$ cat src/rtl/mem_req_arbiter.sv
// rtl/mem_req_arbiter.sv - serialises core fetch and data requests onto one backing memory
module mem_req_arbiter #(
  parameter int ADDR_W  = 14,
  parameter bit D_FIRST = 1'b1
) (
  input  logic              clk,
  input  logic              reset,
  input  logic [31:0]       icache_addr,
  input  logic              icache_re,
  output logic [31:0]       icache_dout,
  input  logic [31:0]       dcache_addr,
  input  logic              dcache_re,
  input  logic [3:0]        dcache_we,
  input  logic [31:0]       dcache_din,
  output logic [31:0]       dcache_dout,
  output logic              stall,
  output logic              mem_req_valid,
  input  logic              mem_req_ready,
  output logic              mem_req_rw,
  output logic [ADDR_W-1:0] mem_req_addr,
  output logic [31:0]       mem_req_data,
  output logic [3:0]        mem_req_mask,
  input  logic              mem_resp_valid,
  input  logic [31:0]       mem_resp_data
);

  typedef enum logic [2:0] {
    IDLE   = 3'd0,
    D_REQ  = 3'd1,
    D_WAIT = 3'd2,
    I_REQ  = 3'd3,
    I_WAIT = 3'd4,
    DONE   = 3'd5
  } state_t;

  state_t            state_q, state_d;
  logic [ADDR_W-1:0] d_addr_q, d_addr_d;
  logic [ADDR_W-1:0] i_addr_q, i_addr_d;
  logic [31:0]       d_din_q, d_din_d;
  logic [3:0]        d_we_q, d_we_d;
  logic              d_pend_q, d_pend_d;
  logic              i_pend_q, i_pend_d;
  logic [31:0]       i_dout_q, i_dout_d;
  logic [31:0]       d_dout_q, d_dout_d;
  logic              d_new;

  // Only the word-address bits reach memory; the byte offset and high bits are dropped.
  logic unused_addr_bits;
  assign unused_addr_bits = ^{icache_addr[31:ADDR_W+2], icache_addr[1:0],
                              dcache_addr[31:ADDR_W+2], dcache_addr[1:0]};

  assign d_new       = dcache_re | (|dcache_we);
  assign icache_dout = i_dout_q;
  assign dcache_dout = d_dout_q;

  // State and latched request registers; reset drops any in-flight work.
  always_ff @(posedge clk) begin
    if (reset) begin
      state_q  <= IDLE;
      d_addr_q <= '0;
      i_addr_q <= '0;
      d_din_q  <= '0;
      d_we_q   <= '0;
      d_pend_q <= 1'b0;
      i_pend_q <= 1'b0;
      i_dout_q <= '0;
      d_dout_q <= '0;
    end else begin
      state_q  <= state_d;
      d_addr_q <= d_addr_d;
      i_addr_q <= i_addr_d;
      d_din_q  <= d_din_d;
      d_we_q   <= d_we_d;
      d_pend_q <= d_pend_d;
      i_pend_q <= i_pend_d;
      i_dout_q <= i_dout_d;
      d_dout_q <= d_dout_d;
    end
  end

  // Next-state logic and memory/stall outputs; one request in flight at a time.
  always_comb begin
    state_d       = state_q;
    d_addr_d      = d_addr_q;
    i_addr_d      = i_addr_q;
    d_din_d       = d_din_q;
    d_we_d        = d_we_q;
    d_pend_d      = d_pend_q;
    i_pend_d      = i_pend_q;
    i_dout_d      = i_dout_q;
    d_dout_d      = d_dout_q;
    stall         = 1'b1;
    mem_req_valid = 1'b0;
    mem_req_rw    = 1'b0;
    mem_req_addr  = d_addr_q;
    mem_req_data  = d_din_q;
    mem_req_mask  = d_we_q;

    case (state_q)
      IDLE: begin
        if (!d_new && !icache_re) begin
          stall = 1'b0;
        end else begin
          d_addr_d = dcache_addr[ADDR_W+1:2];
          i_addr_d = icache_addr[ADDR_W+1:2];
          d_din_d  = dcache_din;
          d_we_d   = dcache_we;
          d_pend_d = d_new;
          i_pend_d = icache_re;
          state_d  = (d_new && (D_FIRST || !icache_re)) ? D_REQ : I_REQ;
        end
      end
      D_REQ: begin
        mem_req_valid = 1'b1;
        mem_req_rw    = |d_we_q;
        if (mem_req_ready) begin
          d_pend_d = 1'b0;
          if (|d_we_q) begin
            state_d = i_pend_q ? I_REQ : DONE;
          end else begin
            state_d = D_WAIT;
          end
        end
      end
      D_WAIT: begin
        if (mem_resp_valid) begin
          d_dout_d = mem_resp_data;
          state_d  = i_pend_q ? I_REQ : DONE;
        end
      end
      I_REQ: begin
        mem_req_valid = 1'b1;
        mem_req_addr  = i_addr_q;
        mem_req_data  = '0;
        mem_req_mask  = '0;
        if (mem_req_ready) begin
          i_pend_d = 1'b0;
          state_d  = I_WAIT;
        end
      end
      I_WAIT: begin
        if (mem_resp_valid) begin
          i_dout_d = mem_resp_data;
          state_d  = d_pend_q ? D_REQ : DONE;
        end
      end
      DONE: begin
        stall   = 1'b0;
        state_d = IDLE;
      end
      default: begin
        stall   = 1'b0;
        state_d = IDLE;
      end
    endcase
  end

endmodule

$ cat config.mk
export PLATFORM = sky130hd
export DESIGN_NAME = mem_req_arbiter
export DESIGN_NICKNAME = d
export VERILOG_FILES = /design/src/rtl/mem_req_arbiter.sv
export SDC_FILE = /design/constraint.sdc
export NUM_CORES = 1
export LEC_CHECK = 0
export ABC_AREA = 0
export CORE_AREA = 2 2 99 101
export DETAILED_ROUTE_END_ITERATION = 10
export DIE_AREA = 0 0 101 103
export DONT_BUFFER_PORTS = 1
export PLACE_DENSITY = 0.73
export SLEW_MARGIN = 25
export SYNTH_ARGS = -nofsm -noshare
export SYNTH_HDL_FRONTEND = slang
export SYNTH_SLANG_ARGS = --single-unit
$ cat constraint.sdc
create_clock -name clk -period 2.3 [get_ports clk]
set_input_delay 0.46 -clock clk [delete_from_list [all_inputs] [get_ports clk]]
set_output_delay 0.46 -clock clk [all_outputs]
set_load 0.01 [all_outputs]
==> results of run 1 <==
-- power by group through the flow --
stage | Combinational (mW) | Sequential (mW) | Clock (mW)
floorplan | 2.11 | 2.96 | 0
CTS | 2.48 | 3.00 | 2.58
finish | 2.50 | 3.00 | 2.53
detailed placement | 2.43 | 3.03 | 0
global route | 2.78 | 3.05 | 2.69
global placement | 2.35 | 3.01 | 0
-- cells in the mapped netlist (2+ instances only) --
master / number / area, um^2
nand2b_1: 2 / 12.51
mux2_1: 14 / 157.7
nor4_1: 2 / 12.51
o22ai_1: 2 / 12.51
nor3b_1: 2 / 15.01
a21oi_2: 60 / 525.5
clkbuf_1: 36 / 135.1
nand2_2: 2 / 12.51
and2_1: 36 / 225.2
nand4bb_1: 2 / 22.52
buf_1: 2 / 7.510
dfxtp_1: 133 / 2663
a21oi_1: 71 / 355.3
buf_6: 6 / 67.56
nor2_1: 3 / 11.26
buf_2: 6 / 30.03
nand2_1: 257 / 964.7
-- worst max-delay path: stages, from the launching register on --
cell	delay, ns
dfxtp_4	0.39
inv_2	0.07
nor2_2	0.12
nand2_2	0.11
buf_12	0.19
mux2_1	0.37
-- final timing paths --
kind                from               end  slack [ns]  depth (start not counted)
min reg2reg  d_din_q[19]       d_din_q[19]        0.45                          2
min                reset       d_din_q[18]        0.03                          1
max           state_q[0]  mem_req_addr[11]        0.06                          5
max reg2reg   state_q[1]        d_din_q[0]        0.48                          6
-- registers in the layout, summed over array words and instances (netlist names) --
name	count
dcache_dout	32
icache_dout	32
d_addr_q	14
i_pend_q	1
d_din_q	32
d_pend_q	1
i_addr_q	14
d_we_q	4
state_q	3
-- repair_timing --
| item | in CTS | in global routing |
|---|---|---|
| hold buffers | 2 | 0 |
| gates resized for setup | 7 | 15 |
| endpoints found under the hold margin | 31 | 0 |
| buffers inserted | 0 | 0 |
| endpoints found under the setup margin | 51 | 15 |
| gates cloned | 0 | 1 |
-- logic make-up (layout without fill, tap and decap cells) --
| family | count (synthesis) | in the layout | synth area share |
|---|---|---|---|
| flip-flops | 133 | 133 | 0.4934 |
| AO/OA/AOI/OAI | 145 | 145 | 0.1860 |
| buffers and inverters | 51 | 50 | 0.04521 |
| multiplexers | 14 | 14 | 0.02921 |
| AND/OR/NAND/NOR | 313 | 313 | 0.2462 |
-- final cells by class --
class	instances	area (um^2)	area share
Tap cell	114	142.6	0.02344
Sequential cell	133	2666	0.4381
Clock inverter	8	100.1	0.01645
Multi-Input combinational cell	472	2527	0.4153
Inverter	1	3.754	0.0006168
Timing Repair Buffer	17	185.2	0.03043
Clock buffer	24	460.4	0.07566
-- metrics by stage --
step / setup TNS, ns / power, mW / instance area (um^2)
final: 0 / 8.036 / 6086
after global routing: -0.03877 / 8.519 / 6086
after CTS: 0 / 8.056 / 6041
after detailed placement: 0 / 5.465 / 5428
after global placement: 0 / 5.360 / 5428
after floorplan: 0 / 5.071 / 5396
-- layer usage --
layer	track usage	wire length, um	up-vias
met5	0	0	-
met3	0.09356	1245	26
li1	-	-	2111
met2	0.4128	6345	188
met4	0.09771	252	0
met1	0.2514	5025	2023
==> metrics.yaml, run 1 <==
status: "finished clean"
cap_violations: 0
numCtsBuffers: 17
drive_gt1_frac: 0.1939
ant_nets: 0
numPortBuffers: 0
vias: 4348
p_int_mw: 5.236
peakVddDrop_mv: 0.7231
clk_latency_ns: 0.51
worst_setup_hold_path_clk_slew_ns: 0.06
grt_pass1_wl_um: 19020
hold_path.class: "input port to flip-flop"
setup_viol: 0
clock_sinks: 133
hold_viol: 0
fillers: 777
ys_warn_count: 0
whs_ns: 0.03268
critPathMaxFanout: 25
required_ns: 1.84
powerDensity_mw_per_mm2: 1320
synth_cell_type_count: 37
clkPwrFrac: 0.315
core_area_mm2: 0.009459
die_h_um: 103
rsz0062_at_grt: "yes"
die_width_um: 101
grtUsageTotal: 0.2344
synth-seq-cells: 133
arrival_ns: 1.78
drt_drc_violations_left: 0
start_util: 0.5705
final_cell_mix: "256 x nand2_1, 132 x dfxtp_1, 71 x a21oi_1, 60 x a21oi_2, 36 x and2_1"
placementRows: 36
skew_ns: 0.008316
grt_pass1_vias: 4047
period_share: 0.9721
layout_commonest_cell: "nand2_1"
finalWorstSetupSlack_ns: 0.06418
cellLeakagePower_nw: 2.172
critPathLaunchType: "flip-flop"
area_growth_pct: 12.78
netSwitchingFraction: 0.3483
clock_path_buffers: 2
syn_area_mm2: 0.005396
fin_nets: 780
drtPass1Iterations: 5
syn_avg_cell_area_um2: 8.226
synth_ff_type: "dfxtp_1"
yosysSeqAreaShare: 0.4934
overflow: 0
pwr-share-comb: 0.312
place.gp.congestion: 0.7786
synth_nets: 794
dp_hpwl_um: 8164
crit_path_end_kind: "primary output"
wl_per_cell_um: 16.73
p_seq_frac: 0.373
async_flop_share: 0
synthCells: 656
dp.cells: 734
cts-root-buf: "clkbuf_8"
drt-total-wl_um: 12870
antenna_found_initial: 0
critPathKind: "flip-flop to primary output"
routed_via_density: 5.654
cts_tree: "yes"
maxSlewViolCount: 0
n_antenna_cell: 0
dieArea_mm2: 0.01040
stdcell_count: 769
io_pins: 255
grt_max_degree: 100
fmax_mhz: 447.3
htree_levels: 4
p_switching_mw: 2.799
relSlewSlack: 0.7107
period_needed_ns: 2.236
synth_edf_count: 0
dr.first_iter.drc_count: 206
max_slew.worst_pin.slew_ns: 0.4325
final_core_util: 0.6434
pre_cts_slack_ns: 0.2126
No activity file was read; power rests on OpenSTA's default activity.
==> run 2: changes to the inputs <==
Settings changed: GPL_TIMING_DRIVEN set to 0.
==> run 2 against run 1 <==
Against the previous run:
- power up 7.6%
- sequential share of layout area decreased by 1.2 points
- sequential power about the same
- count of clock-buffer cells in the layout fell by 3
- worst hold slack improved by 0.020 ns
- die area unchanged
- global-route usage is 1.8 points higher
- clock power grew 17%
- wire length rose by 6.2%
- register-to-register slack worse by 0.29 ns
- non-clock buffer count up 34
- critical path type unchanged
- highest routed layer unchanged
==> metrics.yaml, run 2 (same netlist as run 1, synthesis figures left out) <==
status: "finished clean"
numCtsBuffers: 17
htree_levels: 4
grt_util_met2: 0.4328
clk_latency_ns: 0.51
clock_path_buffers: 2
rrSetupSlack_ns: 0.19
fmax_mhz: 445.7
relSlewSlack: 0.5168
drt_drc_violations_left: 0
die_width_um: 101
rsz0062_at_grt: "no"
dr.first_iter.drc_count: 165
met1_usage: 0.2811
arrival_ns: 1.78
wl_per_cell_um: 17.03
peakVddDrop_mv: 0.6765
max_slew.worst_pin.slew_ns: 0.7248
antenna_found_initial: 0
io_pins: 255
skew_ns: 0.004840
die_h_um: 103
placed_area_mm2: 0.005539
routed_via_density: 5.603
period_needed_ns: 2.244
cts-root-buf: "clkbuf_8"
cts_tree: "yes"
hold_buffers: 0
grt_max_degree: 17
dieArea_mm2: 0.01040
grt_pass1_vias: 4311
required_ns: 1.84
met3_usage: 0.09288
cellLeakagePower_nw: 2.231
critPathLaunchType: "flip-flop"
fin_nets: 814
grtUsageTotal: 0.2522
fillers: 803
fin_setup_tns_ns: 0
period_share: 0.9755
overflow: 0
grt_pass1_wl_um: 20530
area_growth_pct: 16.02
final_cell_mix: "256 x nand2_1, 131 x dfxtp_1, 71 x a21oi_1, 60 x a21oi_2, 36 x and2_1"
numPortBuffers: 0
ant_nets: 0
dp_hpwl_um: 9900
setup_viol: 0
start_util: 0.5705
drtPass1Iterations: 5
crit_path_end_kind: "primary output"
maxSlewViolCount: 0
n_antenna_cell: 0
postLayoutCellArea_mm2: 0.006261
hold_viol: 0
drt-total-wl_um: 13670
clock_sinks: 133
vias: 4499
grt_busiest_layer: "met2"
core_area_mm2: 0.009459
worst_setup_hold_path_clk_slew_ns: 0.06
critPathKind: "flip-flop to primary output"
cap_violations: 0
drive_gt1_frac: 0.1930
place.gp.congestion: 0.7571
critPathMaxFanout: 10
layout_commonest_cell: "nand2_1"
placementRows: 36
hold_path.class: "input port to flip-flop"
powerDensity_mw_per_mm2: 1382
run 2: area by class of cell:
class / count / area [um^2] / share of cell area
Clock buffer: 21 / 459.2 / 0.07334
Timing Repair Buffer: 1 / 7.507 / 0.001199
Multi-Input combinational cell: 472 / 2522 / 0.4029
Inverter: 1 / 3.754 / 0.0005995
Buffer: 50 / 262.8 / 0.04197
Clock inverter: 11 / 195.2 / 0.03118
Tap cell: 114 / 142.6 / 0.02278
Sequential cell: 133 / 2668 / 0.4261
run 2: through the flow:
| step | utilization | hold slack [ns] | setup WS [ns] | power (mW) | std cells |
|---|---|---|---|---|---|
| floorplan | - | 0.4317 | 0.3227 | 5.071 | 656 |
| global placement | 0.5856 | 0.4382 | -0.1584 | 5.540 | 770 |
| detailed placement | 0.5856 | 0.4418 | -0.1883 | 5.638 | 770 |
| CTS | 0.6601 | 0.03612 | -0.01069 | 8.679 | 802 |
| global route | 0.6619 | 0.03568 | 0.009783 | 9.114 | 803 |
| finish | 0.6619 | 0.05229 | 0.05646 | 8.650 | 803 |
run 2: critical path: stages (launching register included):
cell	delay, ns
dfxtp_4	0.39
inv_2	0.08
nor2_4	0.19
nand2_4	0.11
clkbuf_8	0.18
mux2_2	0.32
run 2: per-layer routing:
layer	routed length, um	part of all wire
met3	1368	0.10
met4	318	0.023
met2	6745	0.49
met1	5239	0.38
met5	0	0
run 2: where the power goes:
part | switching [mW] | total (mW) | leakage, nW | internal, mW
clock | 0.995 | 2.96 | 0.311 | 1.96
sequential | 0.284 | 3.01 | 1.09 | 2.73
combinational | 1.70 | 2.68 | 0.832 | 0.980
run 2: what timing repair did:
item,4_1_cts,5_1_grt
setup endpoints to repair,52,75
pin swaps,1,1
resized for setup,29,7
buffers inserted,0,1
hold endpoints to repair,0,0
run 2: path summary, 6_finish.rpt:
kind	from	to	cells after the start
worst max-delay path	state_q[0]	mem_req_addr[11]	5
worst min-delay path	mem_resp_valid	state_q[2]	1
worst max register to register	state_q[0]	dcache_dout[29]	6
worst min register to register	d_din_q[19]	d_din_q[19]	2
